File: src/rtl/trigger_seq_pkg.sv
// Shared types and default sizing for the trigger sequencer.
package trigger_seq_pkg;

  localparam int DEFAULT_CNT_W      = 32;
  localparam int DEFAULT_NUM_EVENTS = 4;

  typedef enum logic [2:0] {
    ST_IDLE,
    ST_ARMED,
    ST_WAIT_OFFSET,
    ST_PULSE,
    ST_DONE
  } state_t;

endpackage

File: src/rtl/trigger_seq_counter.sv
// Loadable down-counter with a zero flag; it saturates at zero instead of wrapping.
module trigger_seq_counter #(
  parameter int W = 32
) (
  input  logic         clk,
  input  logic         reset,
  input  logic         load,
  input  logic [W-1:0] load_value,
  input  logic         dec,
  output logic         zero
);

  logic [W-1:0] count;

  always_ff @(posedge clk) begin
    if (reset)
      count <= '0;
    else if (load)
      count <= load_value;
    else if (dec && count != '0)
      count <= count - W'(1);
  end

  assign zero = (count == '0);

endmodule

File: src/rtl/trigger_sequencer.sv
// Armed trigger sequencer issuing up to NUM_EVENTS delayed glitch pulses per trigger edge.
// Optional ARMED timeout is built only when TRIGGER_SEQ_TIMEOUT_EN is defined.
module trigger_sequencer
  import trigger_seq_pkg::*;
#(
  parameter int NUM_EVENTS = DEFAULT_NUM_EVENTS,
  parameter int CNT_W      = DEFAULT_CNT_W
) (
  input  logic                        clk,
  input  logic                        reset,
  input  logic                        arm,
  input  logic                        abort,
  input  logic                        trig_in,
  input  logic [NUM_EVENTS*CNT_W-1:0] offsets,
  input  logic [15:0]                 pulse_width,
  input  logic [4:0]                  num_events,
  input  logic [CNT_W-1:0]            timeout,
  output logic                        glitch_out,
  output logic                        armed,
  output logic                        busy,
  output logic [3:0]                  event_idx,
  output logic                        done,
  output logic                        timed_out
);

  state_t           state_q, state_d;
  logic             trig_prev;
  logic [CNT_W-1:0] off_q [NUM_EVENTS];
  logic [15:0]      width_q;
  logic [4:0]       count_q;
  logic [3:0]       idx_d;

  logic             cnt_load, cnt_dec, cnt_zero;
  logic [CNT_W-1:0] cnt_load_value;
  logic [CNT_W-1:0] next_off, width_load, gap_load;
  logic             trig_edge, is_last, capture;

  assign trig_edge = trig_in & ~trig_prev;
  assign capture   = (state_q == ST_IDLE) && arm && !abort;
  assign is_last   = (({1'b0, event_idx} + 5'd1) == count_q);

  // NOTE: configuration registers get a reset like any other state so a
  // post-reset sequence never sees stale offsets.
  always_ff @(posedge clk) begin
    if (reset) begin
      for (int i = 0; i < NUM_EVENTS; i++) off_q[i] <= '0;
      width_q <= '0;
      count_q <= '0;
    end else if (capture) begin
      for (int i = 0; i < NUM_EVENTS; i++) off_q[i] <= offsets[i*CNT_W +: CNT_W];
      width_q <= pulse_width;
      if (num_events == 5'd0)
        count_q <= 5'd1;
      else if (num_events > 5'(NUM_EVENTS))
        count_q <= 5'(NUM_EVENTS);
      else
        count_q <= num_events;
    end
  end

  always_comb begin
    next_off = '0;
    for (int i = 0; i < NUM_EVENTS; i++)
      if (i == int'(event_idx) + 1) next_off = off_q[i];
  end

  // Counter is loaded with (cycles - 1) so it reaches zero on the last cycle.
  assign width_load = (width_q == '0) ? '0 : CNT_W'(width_q - 16'd1);
  assign gap_load   = (next_off == '0) ? '0 : next_off - CNT_W'(1);

`ifdef TRIGGER_SEQ_TIMEOUT_EN
  logic timeout_en_q;
  logic timeout_fire;

  always_ff @(posedge clk) begin
    if (reset) begin
      timeout_en_q <= 1'b0;
      timed_out    <= 1'b0;
    end else begin
      if (capture) timeout_en_q <= (timeout != '0);
      timed_out <= timeout_fire;
    end
  end
`else
  logic unused_timeout;
  assign unused_timeout = ^timeout;
  assign timed_out      = 1'b0;
`endif

  // NOTE: every always_comb output gets a default first so no path infers a latch.
  always_comb begin
    state_d        = state_q;
    idx_d          = event_idx;
    cnt_load       = 1'b0;
    cnt_load_value = '0;
    cnt_dec        = 1'b0;
`ifdef TRIGGER_SEQ_TIMEOUT_EN
    timeout_fire   = 1'b0;
`endif
    unique case (state_q)
      ST_IDLE: begin
        if (arm) begin
          state_d = ST_ARMED;
`ifdef TRIGGER_SEQ_TIMEOUT_EN
          cnt_load       = 1'b1;
          cnt_load_value = (timeout == '0) ? '0 : timeout - CNT_W'(1);
`endif
        end
      end
      ST_ARMED: begin
        if (trig_edge) begin
          cnt_load = 1'b1;
          if (off_q[0] == '0) begin
            state_d        = ST_PULSE;
            cnt_load_value = width_load;
          end else begin
            state_d        = ST_WAIT_OFFSET;
            cnt_load_value = off_q[0] - CNT_W'(1);
          end
        end
`ifdef TRIGGER_SEQ_TIMEOUT_EN
        else if (timeout_en_q) begin
          if (cnt_zero) begin
            state_d      = ST_IDLE;
            timeout_fire = 1'b1;
          end else begin
            cnt_dec = 1'b1;
          end
        end
`endif
      end
      ST_WAIT_OFFSET: begin
        if (cnt_zero) begin
          state_d        = ST_PULSE;
          cnt_load       = 1'b1;
          cnt_load_value = width_load;
        end else begin
          cnt_dec = 1'b1;
        end
      end
      ST_PULSE: begin
        if (cnt_zero) begin
          if (is_last) begin
            state_d = ST_DONE;
          end else begin
            state_d        = ST_WAIT_OFFSET;
            idx_d          = event_idx + 4'd1;
            cnt_load       = 1'b1;
            cnt_load_value = gap_load;
          end
        end else begin
          cnt_dec = 1'b1;
        end
      end
      ST_DONE: state_d = ST_IDLE;
      default: state_d = ST_IDLE;
    endcase

    if (abort) begin
      state_d = ST_IDLE;
`ifdef TRIGGER_SEQ_TIMEOUT_EN
      timeout_fire = 1'b0;
`endif
    end
    if (state_d == ST_IDLE || state_d == ST_ARMED) idx_d = '0;
  end

  // Outputs are registered from the next state so they line up with the state register.
  always_ff @(posedge clk) begin
    if (reset) begin
      state_q    <= ST_IDLE;
      trig_prev  <= 1'b0;
      glitch_out <= 1'b0;
      armed      <= 1'b0;
      busy       <= 1'b0;
      done       <= 1'b0;
      event_idx  <= '0;
    end else begin
      state_q    <= state_d;
      trig_prev  <= trig_in;
      glitch_out <= (state_d == ST_PULSE);
      armed      <= (state_d == ST_ARMED);
      busy       <= (state_d == ST_WAIT_OFFSET) || (state_d == ST_PULSE);
      done       <= (state_d == ST_DONE);
      event_idx  <= idx_d;
    end
  end

  trigger_seq_counter #(.W(CNT_W)) u_counter (
    .clk        (clk),
    .reset      (reset),
    .load       (cnt_load),
    .load_value (cnt_load_value),
    .dec        (cnt_dec),
    .zero       (cnt_zero)
  );

endmodule

File: config.mk
export PLATFORM = sky130hd
export DESIGN_NAME = trigger_sequencer
export DESIGN_NICKNAME = d
export VERILOG_FILES = /design/src/rtl/trigger_seq_pkg.sv /design/src/rtl/trigger_seq_counter.sv /design/src/rtl/trigger_sequencer.sv
export SDC_FILE = /design/constraint.sdc
export NUM_CORES = 1
export LEC_CHECK = 0
export ABC_AREA = 0
export BUFFER_PORTS_ARGS = -buffer_cell sky130_fd_sc_hd__clkbuf_2
export CAP_MARGIN = 20
export CORE_ASPECT_RATIO = 2
export CORE_MARGIN = 4
export CORE_UTILIZATION = 58
export CTS_CLUSTER_DIAMETER = 30
export DETAILED_ROUTE_END_ITERATION = 6
export PLACE_DENSITY_LB_ADDON = 0.15
export SLEW_MARGIN = 0
export SYNTH_ARGS = -nofsm -noshare
export SYNTH_HDL_FRONTEND = slang
export SYNTH_HIERARCHICAL = 1
export SYNTH_SLANG_ARGS = --single-unit
File: constraint.sdc
create_clock -name clk -period 6.8 [get_ports clk]
set_clock_uncertainty 0.2 [all_clocks]
set_input_delay 0.34 -clock clk [delete_from_list [all_inputs] [get_ports clk]]
set_output_delay 0.34 -clock clk [all_outputs]
set_load 0.02 [all_outputs]
==> flow_metrics.env, run 1 <==
export IMPL_status="completed"
export IMPL_place_hpwl_mm=23.11
export IMPL_fin_tns_setup_ns=0
export IMPL_core_area_sq_mm=0.02000
export IMPL_startpoint="u_counter/count[0]$_SDFFE_PP0P_"
export IMPL_drc_errors=0
export IMPL_globalRouteOverflowTotal=0
export IMPL_finalWorstSetupSlack_ns=1.985
export IMPL_fp_dieW_microns=109.0
export IMPL_cp_data_arrival_time_ns=4.88
export IMPL_grt_max_degree=129
export IMPL_grtUsageMet3_pct=4.995
export IMPL_h_tree_depth=4
export IMPL_instances_no_fill=1778
export IMPL_synth_top_area_share_pct=32.46
export IMPL_power_density_mw_per_mm2=197.6
export IMPL_p_total_mw=2.880
export IMPL_synth_compound_area_share_pct=17.91
export IMPL_seq_area_sq_mm=0.005145
export IMPL_maxCapViolCount=0
export IMPL_startpoint_type="flop"
export IMPL_avgViaCountPerCell=5.984
export IMPL_io_pins=195
export IMPL_grt_pass1_wl_mm=55.12
export IMPL_hold_viol=0
export IMPL_drt_iter0_drc=767
export IMPL_critPathKind="flop to flop"
export IMPL_clock_sinks=193
export IMPL_clock_fmax_mhz=207.7
export IMPL_post_cts_setup_buffers=0
export IMPL_grt_use_met1_pct=34.32
export IMPL_syn_inst=1260
export IMPL_cts_root_buf="clkbuf_16"
export IMPL_yosysUniqueCellTypes=90
export IMPL_hold_path_startpoint="offsets[50]"
export IMPL_drt_wl_total_mm=34.51
export IMPL_yosys_top_cells_area="edfxtp_1 32%, dfxtp_1 11%, and2_1 7.2%"
export IMPL_yosys_warnings=6
export IMPL_worstSkewPairLatency_ns=0.45
export IMPL_vias=10639
export IMPL_initial_core_util_pct=59.19
export IMPL_synth_simple_gate_area_share_pct=27.22
export IMPL_synth_fp_nets=1457
export IMPL_dieArea_sq_mm=0.02290
export IMPL_die_h_microns=210.1
export IMPL_top_usage_layer="met2"
export IMPL_grt_pass1_vias=10838
export IMPL_synth_avg_cell_area_sq_um=9.397
export IMPL_fillers=1416
export IMPL_post_route_period_util_pct=70.81
export IMPL_synthXorXnorAreaFrac_pct=5.770
export IMPL_dp_cells=1618
export IMPL_rr_worst_depth=12
export IMPL_crit_path_max_fanout=54
export IMPL_grt_total_usage_pct=30.83
export IMPL_crit_required_ns=6.87
export IMPL_grt_antenna_before_repair=0
export IMPL_cts_inserted_buffers=17
export IMPL_fin_crit_ns=4.815
export IMPL_cp_slowest_cell="nor3_1"
export IMPL_ant_nets=0
export IMPL_path_buf_inv=2
export IMPL_critical_path_top_delay_family="simple AND/OR/NAND/NOR gates"
export IMPL_cts_tree="done"
export IMPL_ys_ff_latch=193
export IMPL_yosysSeqAreaShare_pct=43.45
export IMPL_finalWeightedCongestion=0.9655
export IMPL_first_pass_iters=5
export IMPL_yosys_area_top_type="edfxtp_1"
export IMPL_place_area_sq_mm=0.01268
export IMPL_clockBufferDepth=2
export IMPL_syn2layout_area_growth_pct=23.09
export IMPL_r2r_start="u_counter/count[0]$_SDFFE_PP0P_"
export IMPL_clk_pin_slew_ns=0.07
export IMPL_dp_slack_ns=2.005
export IMPL_synthesis_area_sq_mm=0.01184
export IMPL_min_path_type="input port to flop"
export IMPL_hold_end="off_q[0][50]$_SDFFCE_PN0P_"
export IMPL_crit_chain="inv_1, ha_1, nor3b_1, nand4_4, nor3_1, nand2_1, nor2_1, nand3_1, nand3_1, inv_2, nor2_1, a311oi_2"
export IMPL_synth_mux_area_fraction_pct=0.1691
export IMPL_multi_input_area_sq_mm=0.006213
export IMPL_synth_edf_count=128
export IMPL_grt_util_met2_pct=55.16
export IMPL_setup_viol=0
export IMPL_io_buffers=161
export IMPL_drt_wirelength_per_cell_microns=19.41
export IMPL_async_reset_ff_share_pct=0
export IMPL_finalMaxSlewViolations=0
export IMPL_end_kind="flop"
export IMPL_synth_fa_ha_area_share_pct=1.162
export IMPL_ir_worst_vdd_uv=262.5
export IMPL_max_stage_delay_ns=0.64
export IMPL_slew_headroom_pct=38.20
export IMPL_r2r_slack_ns=1.98
export IMPL_cts_resized=0
export IMPL_whs_ns=0.008986
export IMPL_timing_rr_end="u_counter/count[11]$_SDFFE_PP0P_"
export IMPL_synth_top_family_by_area="simple AND/OR/NAND/NOR gates"
export IMPL_dominantRegCellSynth="edfxtp_1"
export IMPL_hold_path_cell_count=2
export IMPL_drive_gt1_share_pct=16.89
export IMPL_fin_util_pct=72.86
export IMPL_tightest_slew_ns=0.9256
export IMPL_placement_rows=73
export IMPL_antenna_cells=0
export IMPL_fin_area_sq_mm=0.01457
export IMPL_p_leak_nw=5.599
export IMPL_nets=1700
export IMPL_rsz0062_at_grt="false"
placed cells by master, fill, tap and decap left out, types with 29 or more instances in the layout:
master         synthesis  routed
a21oi_1               50      50
nor3_1                33      32
nor2_1               108     107
xor2_1                29      29
nand2_1              126     126
o21ai_0               44      44
edfxtp_1             128     128
dlygate4sd3_1          0     127
dfxtp_1               65      65
clkbuf_2               0     161
xnor2_1               49      49
and2_1               137     137
worst max path at each step:
stage                                                   to  cells past startpoint
after floorplan                  off_q[0][0]$_SDFFCE_PN0P_                      5
after global placement    u_counter/count[11]$_SDFFE_PP0P_                     12
after detailed placement   u_counter/count[4]$_SDFFE_PP0P_                     11
after CTS                 u_counter/count[11]$_SDFFE_PP0P_                     12
after global routing       u_counter/count[3]$_SDFFE_PP0P_                     12
final                     u_counter/count[11]$_SDFFE_PP0P_                     12
power breakdown:
| part | internal, mW | switching [mW] |
|---|---|---|
| Sequential | 1.32 | 0.0537 |
| Combinational | 0.212 | 0.267 |
| Clock | 0.571 | 0.453 |
metal layers:
| layer | wire, microns | vias up | part of all wire [%] |
|---|---|---|---|
| met5 | 0 | - | 0 |
| met4 | 1734 | 0 | 5.0 |
| met3 | 1530 | 101 | 4.4 |
| met2 | 18410 | 378 | 53 |
| met1 | 12840 | 5066 | 37 |
| li1 | - | 5094 | - |
kinds of logic after synthesis:
group	after synthesis
compound gates	292
buf+inv	102
simple gates	581
xor+xnor	78
flops	193
mux	2
other cells	1
fa+ha+maj	11
registers in the layout (all words and copies together), names as in the netlist:
name and count:
u_counter/count 32, armed 1, width_q 16, state_q 3, count_q 5, glitch_out 1, done 1, trig_prev 1
off_q 128, event_idx 4, busy 1
final cells by class:
| type | count | area share (%) |
|---|---|---|
| clock buffers | 21 | 3.451 |
| clock inverters | 11 | 0.7126 |
| inverters | 25 | 0.6439 |
| multi-input cells | 965 | 42.63 |
| flip-flops and latches | 193 | 35.30 |
| well taps | 262 | 2.249 |
| repair buffers | 301 | 15.01 |
synth_stat cells (6+ instances only):
library cell,number
a31oi_1,14
o221ai_1,14
dfxtp_1,65
a211oi_1,23
a311oi_1,13
o21ai_1,10
inv_1,22
nand2_1,126
a311oi_2,6
nand2b_1,12
nor3b_1,14
nand3b_1,16
ha_1,11
o211ai_1,14
a21oi_1,50
o22ai_1,8
or3_1,21
and2_1,137
a221oi_1,7
xnor2_1,49
clkbuf_1,42
edfxtp_1,128
xor2_1,29
o31ai_1,9
or2_2,6
o21a_1,7
nor2_1,108
o22a_1,6
a22oi_1,9
or4_1,19
buf_2,18
nor2b_1,11
nor4_1,10
o21ai_0,44
nor3_1,33
buf_6,11
nand3_1,23
timing repair:
item / 4_1_cts / 5_1_grt
endpoints found under the setup margin: 0 / 0
hold buffers: 125 / 2
endpoints found under the hold margin: 125 / 2
No activity file was read; power rests on OpenSTA's default activity.
==> run 2, diff against run 1 <==
- CORE_UTILIZATION: 58 -> 52
- clock period: 6.8 -> 3.9 ns (I/O delays scaled with it)
==> run 2 against run 1 <==
Net effect:
- routed wire length increased by 2.6%
- clock power increased by 78%
- clock-buffer cell count decreased by 1
- sequential share of layout area decreased by 1.8 points
- core utilization decreased by 3.8 points
- non-clock buffer count increased by 82
- global-route usage decreased by 2.6 points
- design area increased by 5.5%
- critical endpoint is now u_counter/count[19]$_SDFFE_PP0P_
- largest cell class unchanged
==> flow_metrics.env, run 2 (synthesis results as in run 1) <==
export IMPL_ant_nets=0
export IMPL_fillers=1679
export IMPL_tightest_slew_ns=0.7709
export IMPL_grt_total_usage_pct=28.26
export IMPL_worstSkewPairLatency_ns=0.46
export IMPL_finalWorstSetupSlack_ns=0.08156
export IMPL_drt_wl_total_mm=35.42
export IMPL_setup_viol=0
export IMPL_dp_slack_ns=0.1461
export IMPL_power_density_mw_per_mm2=333.5
export IMPL_fp_dieW_microns=114.7
export IMPL_finalMaxSlewViolations=0
export IMPL_vias=10868
export IMPL_crit_path_max_fanout=8
export IMPL_status="completed"
export IMPL_drt_wirelength_per_cell_microns=18.91
export IMPL_clk_pin_slew_ns=0.07
export IMPL_top_regs="off_q (128), u_counter/count (32), width_q (16)"
export IMPL_timing_rr_end="u_counter/count[19]$_SDFFE_PP0P_"
export IMPL_drt_iter0_drc=737
export IMPL_worst_path_stages=12
export IMPL_endpoint="u_counter/count[19]$_SDFFE_PP0P_"
export IMPL_path_buf_inv=3
export IMPL_dieArea_sq_mm=0.02539
export IMPL_grt_pass1_wl_mm=56.50
export IMPL_largest_reg_flops=128
export IMPL_initial_core_util_pct=53.20
export IMPL_hold_path_startpoint="arm"
export IMPL_maxCapViolCount=0
export IMPL_cp_slowest_cell="nor3b_1"
export IMPL_io_buffers=161
export IMPL_r2r_slack_ns=0.08
export IMPL_drive_gt1_share_pct=19.79
export IMPL_cp_data_arrival_time_ns=3.99
export IMPL_critPathKind="flop to flop"
export IMPL_drc_errors=0
export IMPL_p_total_mw=5.129
export IMPL_hold_viol=0
export IMPL_finalWeightedCongestion=0.9413
export IMPL_clockBufferDepth=2
export IMPL_regMostFlops="off_q"
export IMPL_whs_ns=0.02711
export IMPL_layout_common_cells="161 x clkbuf_2, 151 x dlygate4sd3_1, 137 x and2_1"
export IMPL_grt_antenna_before_repair=0
export IMPL_cts_tree="done"
export IMPL_post_route_period_util_pct=97.91
export IMPL_critical_path_top_delay_family="simple AND/OR/NAND/NOR gates"
export IMPL_startpoint="u_counter/count[0]$_SDFFE_PP0P_"
export IMPL_final_common_cell="clkbuf_2"
export IMPL_rsz0062_at_grt="true"
export IMPL_avgViaCountPerCell=5.802
export IMPL_placement_rows=77
export IMPL_io_pins=195
export IMPL_h_tree_depth=4
export IMPL_antenna_cells=0
export IMPL_crit_required_ns=4.07
export IMPL_cts_root_buf="clkbuf_16"
export IMPL_nets=1782
export IMPL_p_leak_nw=5.988
export IMPL_grt_max_degree=131
export IMPL_clock_fmax_mhz=261.9
export IMPL_max_stage_delay_ns=0.65
export IMPL_crit_chain="inv_1, ha_1, nor3b_1, buf_4, nand4_4, nor3_1, buf_4, nor3b_1, nand2_1, a311o_1, or4_1, a311oi_1"
export IMPL_first_pass_iters=5
export IMPL_rr_worst_depth=12
export IMPL_core_area_sq_mm=0.02226
export IMPL_die_h_microns=221.4
export IMPL_cts_inserted_buffers=17
export IMPL_grt_pass1_vias=11097
export IMPL_globalRouteOverflowTotal=0
export IMPL_ir_worst_vdd_uv=430.7
export IMPL_slew_headroom_pct=48.49
export IMPL_place_hpwl_mm=24.28
export IMPL_clock_sinks=193
export IMPL_min_path_type="input port to flop"
export IMPL_fin_crit_ns=3.818
export IMPL_syn2layout_area_growth_pct=29.90
export IMPL_end_kind="flop"
export IMPL_startpoint_type="flop"
export IMPL_r2r_start="u_counter/count[0]$_SDFFE_PP0P_"
==> run 2: cell types whose count changed in the layout (fill, tap and decap cells not counted), moves of 3 or more <==
| cell | delta |
|---|---|
| clkbuf_1 | +3 |
| dlygate4sd3_1 | +24 |
| buf_12 | +7 |
| bufinv_16 | +3 |
| buf_4 | +50 |
==> run 2: power breakdown <==
part           total [mW]  switching, mW  internal (mW)
clock network        1.82          0.810           1.01
logic               0.904          0.482          0.422
registers            2.40         0.0941           2.31
==> run 2: cell type report <==
class | count | area, sq um | share of cell area [%]
Multi-Input combinational cell | 965 | 6242 | 40.59
Sequential cell | 193 | 5147 | 33.47
Timing Repair Buffer | 383 | 2958 | 19.23
Clock buffer | 20 | 436.7 | 2.839
Tap cell | 276 | 345.3 | 2.245
Clock inverter | 11 | 156.4 | 1.017
Inverter | 25 | 93.84 | 0.6102
==> run 2: worst reg2reg max path: stages, from the launching register on <==
cell	delay, ns
dfxtp_1	0.39
inv_1	0.09
ha_1	0.25
nor3b_1	0.15
buf_4	0.16
nand4_4	0.09
nor3_1	0.06
buf_4	0.16
nor3b_1	0.65
nand2_1	0.35
a311o_1	0.50
or4_1	0.42
a311oi_1	0.26
==> run 2: metrics by stage <==
stage	area (sq um)	util (%)	instances	TNS, ns
2_1_floorplan	11840	-	1260	0
3_3_place_gp	13220	59.39	1689	0
3_5_place_dp	13220	59.39	1689	0
4_1_cts	15320	68.84	1871	0
5_1_grt	15380	69.11	1873	-0.09003
6_report	15380	69.11	1873	0
==> run 2: metal layers <==
| layer | up-vias | track usage (%) | part of all wire [%] |
|---|---|---|---|
| met3 | 117 | 4.401 | 4.2 |
| met2 | 334 | 50.10 | 53 |
| met1 | 5160 | 31.07 | 37 |
| met5 | - | 0 | 0 |
| met4 | 0 | 16.64 | 5.6 |
| li1 | 5257 | - | - |
==> run 2: what timing repair did <==
| action | 4_1_cts | 5_1_grt |
|---|---|---|
| endpoints found under the setup margin | 0 | 28 |
| gates resized for setup | 0 | 11 |
| buffers inserted | 0 | 2 |
| hold buffers | 151 | 0 |
| hold endpoints to repair | 155 | 0 |
==> run 2: how the worst min path moves through the flow <==
stage | endpoint | slack (ns) | depth (start not counted)
global placement | width_q[2]$_SDFFE_PP0P_ | 0.22 | 3
detailed placement | width_q[9]$_SDFFE_PP0P_ | 0.23 | 3
global route | count_q[0]$_SDFFE_PP0P_ | 0.06 | 2
finish | glitch_out$_SDFF_PP0_ | 0.03 | 5
floorplan | trig_prev$_SDFF_PP0_ | 0.12 | 1
CTS | width_q[2]$_SDFFE_PP0P_ | 0.009 | 2
==> run 3, diff against run 2 <==
- CORE_UTILIZATION: 52 -> 58
- clock period: 3.9 -> 3.55 ns (I/O delays scaled with it)
==> run 3 against run 2 <==
Net effect:
- design area rose by 3.9%
- register-to-register slack got worse by 0.02 ns
- power rose by 12%
- maximum frequency rose by 9.5%
- die area fell by 9.8%
- clock power rose by 12%
- via count rose by 6.9%
- sequential share of layout area fell by 1.2 points
- routed wire length rose by 12%
- critical path depth rose by 1
- sequential power rose by 10%
- first-iteration DRC count rose by 49%
==> flow_metrics.env, run 3 (synthesis results as in run 1) <==
export IMPL_fin_util_pct=79.88
export IMPL_max_stage_delay_ns=0.42
export IMPL_syn2layout_area_growth_pct=34.96
export IMPL_clockBufferDepth=2
export IMPL_clock_sinks=193
export IMPL_post_route_period_util_pct=98.20
export IMPL_drc_errors=0
export IMPL_cp_slowest_cell="or3_4"
export IMPL_cp_data_arrival_time_ns=3.66
export IMPL_cts_inserted_buffers=17
export IMPL_drt_wirelength_per_cell_microns=20.79
export IMPL_grt_pass1_vias=11831
export IMPL_crit_path_max_fanout=8
export IMPL_grt_total_usage_pct=34.71
export IMPL_rsz0062_at_grt="true"
export IMPL_top_regs="off_q (128), u_counter/count (32), width_q (16)"
export IMPL_worstSkewPairLatency_ns=0.46
export IMPL_grt_antenna_before_repair=0
export IMPL_pwr_share_seq_pct=45.9
export IMPL_fin_crit_ns=3.486
export IMPL_drt_wl_total_mm=39.69
export IMPL_critPathKind="flop to flop"
export IMPL_io_pins=195
export IMPL_cts_root_buf="clkbuf_16"
export IMPL_io_buffers=161
export IMPL_crit_chain="inv_2, ha_4, buf_4, inv_4, o22a_1, a22oi_1, o211ai_1, or3_4, nand2b_1, o32a_1, o221ai_2, nor2_1, a311oi_2"
export IMPL_end_kind="flop"
export IMPL_dieArea_sq_mm=0.02290
export IMPL_antenna_cells=0
export IMPL_startpoint_type="flop"
export IMPL_ir_worst_vdd_uv=503.6
export IMPL_power_density_mw_per_mm2=359.7
export IMPL_finalMaxSlewViolations=0
export IMPL_p_int_mw=4.141
export IMPL_r2r_slack_ns=0.06
export IMPL_placement_rows=73
export IMPL_vias=11614
export IMPL_largest_reg_flops=128
export IMPL_power_switching_mw=1.606
export IMPL_p_total_mw=5.747
export IMPL_clkPwrFrac_pct=35.3
export IMPL_avgViaCountPerCell=6.084
export IMPL_crit_required_ns=3.72
export IMPL_clock_fmax_mhz=286.8
export IMPL_maxCapViolCount=0
export IMPL_finalWeightedCongestion=0.9615
export IMPL_place_hpwl_mm=24.87
export IMPL_min_path_type="flop to flop"
export IMPL_core_area_sq_mm=0.02000
export IMPL_grt_max_degree=93
export IMPL_nets=1831
export IMPL_grt_pass1_wl_mm=61.44
export IMPL_cts_tree="done"
export IMPL_p_leak_nw=6.302
export IMPL_setup_viol=0
export IMPL_status="completed"
export IMPL_hold_viol=0
export IMPL_initial_core_util_pct=59.19
export IMPL_layout_common_cells="161 x clkbuf_2, 155 x dlygate4sd3_1, 137 x and2_1"
export IMPL_ant_nets=0
export IMPL_drive_gt1_share_pct=23.86
export IMPL_drt_iter0_drc=1101
export IMPL_clk_pin_slew_ns=0.08
export IMPL_die_h_microns=210.1
export IMPL_netSwitchingFraction_pct=27.94
export IMPL_first_pass_iters=6
export IMPL_p_comb_share_pct=18.8
export IMPL_slew_headroom_pct=45.55
export IMPL_tightest_slew_ns=0.8147
export IMPL_globalRouteOverflowTotal=0
export IMPL_regMostFlops="off_q"
export IMPL_h_tree_depth=4
export IMPL_fp_dieW_microns=109.0
export IMPL_final_common_cell="clkbuf_2"
[run 3: cell types whose count changed in the layout (fill, tap and decap cells not counted), sizes merged]
cell         previous run  this run
a41o                    1         2
buf                    71       115
bufinv                  3         1
clkbuf                181       182
clkinv                  5         4
clkinvlp                1         0
dlygate4sd3           151       155
inv                    27        31
[run 3: routing by layer]
metal | routed length (microns) | vias up | GRT usage, %
met2 | 20850 | 623 | 60.79
met5 | 0 | - | 0
met1 | 13700 | 5433 | 37.98
met4 | 2636 | 0 | 22.89
met3 | 2505 | 183 | 5.149
li1 | - | 5375 | -
[run 3: path summary, 6_finish.rpt]
check,cells after the start,start,to
min,2,count_q[3]$_SDFFE_PP0P_,count_q[3]$_SDFFE_PP0P_
max,13,event_idx[0]$_SDFFE_PP0P_,u_counter/count[15]$_SDFFE_PP0P_
min reg2reg,2,count_q[3]$_SDFFE_PP0P_,count_q[3]$_SDFFE_PP0P_
max reg2reg,13,event_idx[0]$_SDFFE_PP0P_,u_counter/count[15]$_SDFFE_PP0P_
[run 3: layout make-up]
type	instances	area (sq um)
clock buffers	21	503.0
clock inverters	11	108.9
fillers	1197	4024
inverters	25	96.34
multi-input cells	966	6437
flip-flops and latches	193	5152
well taps	262	327.8
repair buffers	431	3353
[run 3: worst max-delay path, delay by kind of cell, from the launching register on]
kind            cells  cell delay [ns]
simple gates        3             0.67
compound gates      6             1.49
buf+inv             3             0.40
fa+ha+maj           1             0.24
flops               1             0.38
[run 3: power by group through the flow]
stage               Sequential [mW]  Clock, mW  Combinational (mW)
detailed placement             2.68          0               0.888
global route                   2.65       2.12                1.17
global placement               2.67          0               0.871
floorplan                      2.65          0               0.550
CTS                            2.63       2.01                1.03
finish                         2.64       2.03                1.08
[run 3: what timing repair did]
action	4_1_cts	5_1_grt
setup buffers	1	4
endpoints found under the setup margin	11	31
endpoints found under the hold margin	159	0
resized for setup	4	44
pin swaps	1	14
hold buffers	155	0
cloned	0	1
[run 3: metrics by stage]
stage	cells	instance area, sq um	hold WS (ns)	setup WS (ns)	TNS [ns]
CTS	1904	15730	0.2432	0.002786	0
global placement	1716	13530	0.2031	0.0001195	0
finish	1909	15980	0.2528	0.06376	0
detailed placement	1716	13530	0.2108	-0.05038	-0.1842
global route	1909	15980	0.2747	-0.06432	-0.3928
floorplan	1260	11850	0.1057	0.03549	0
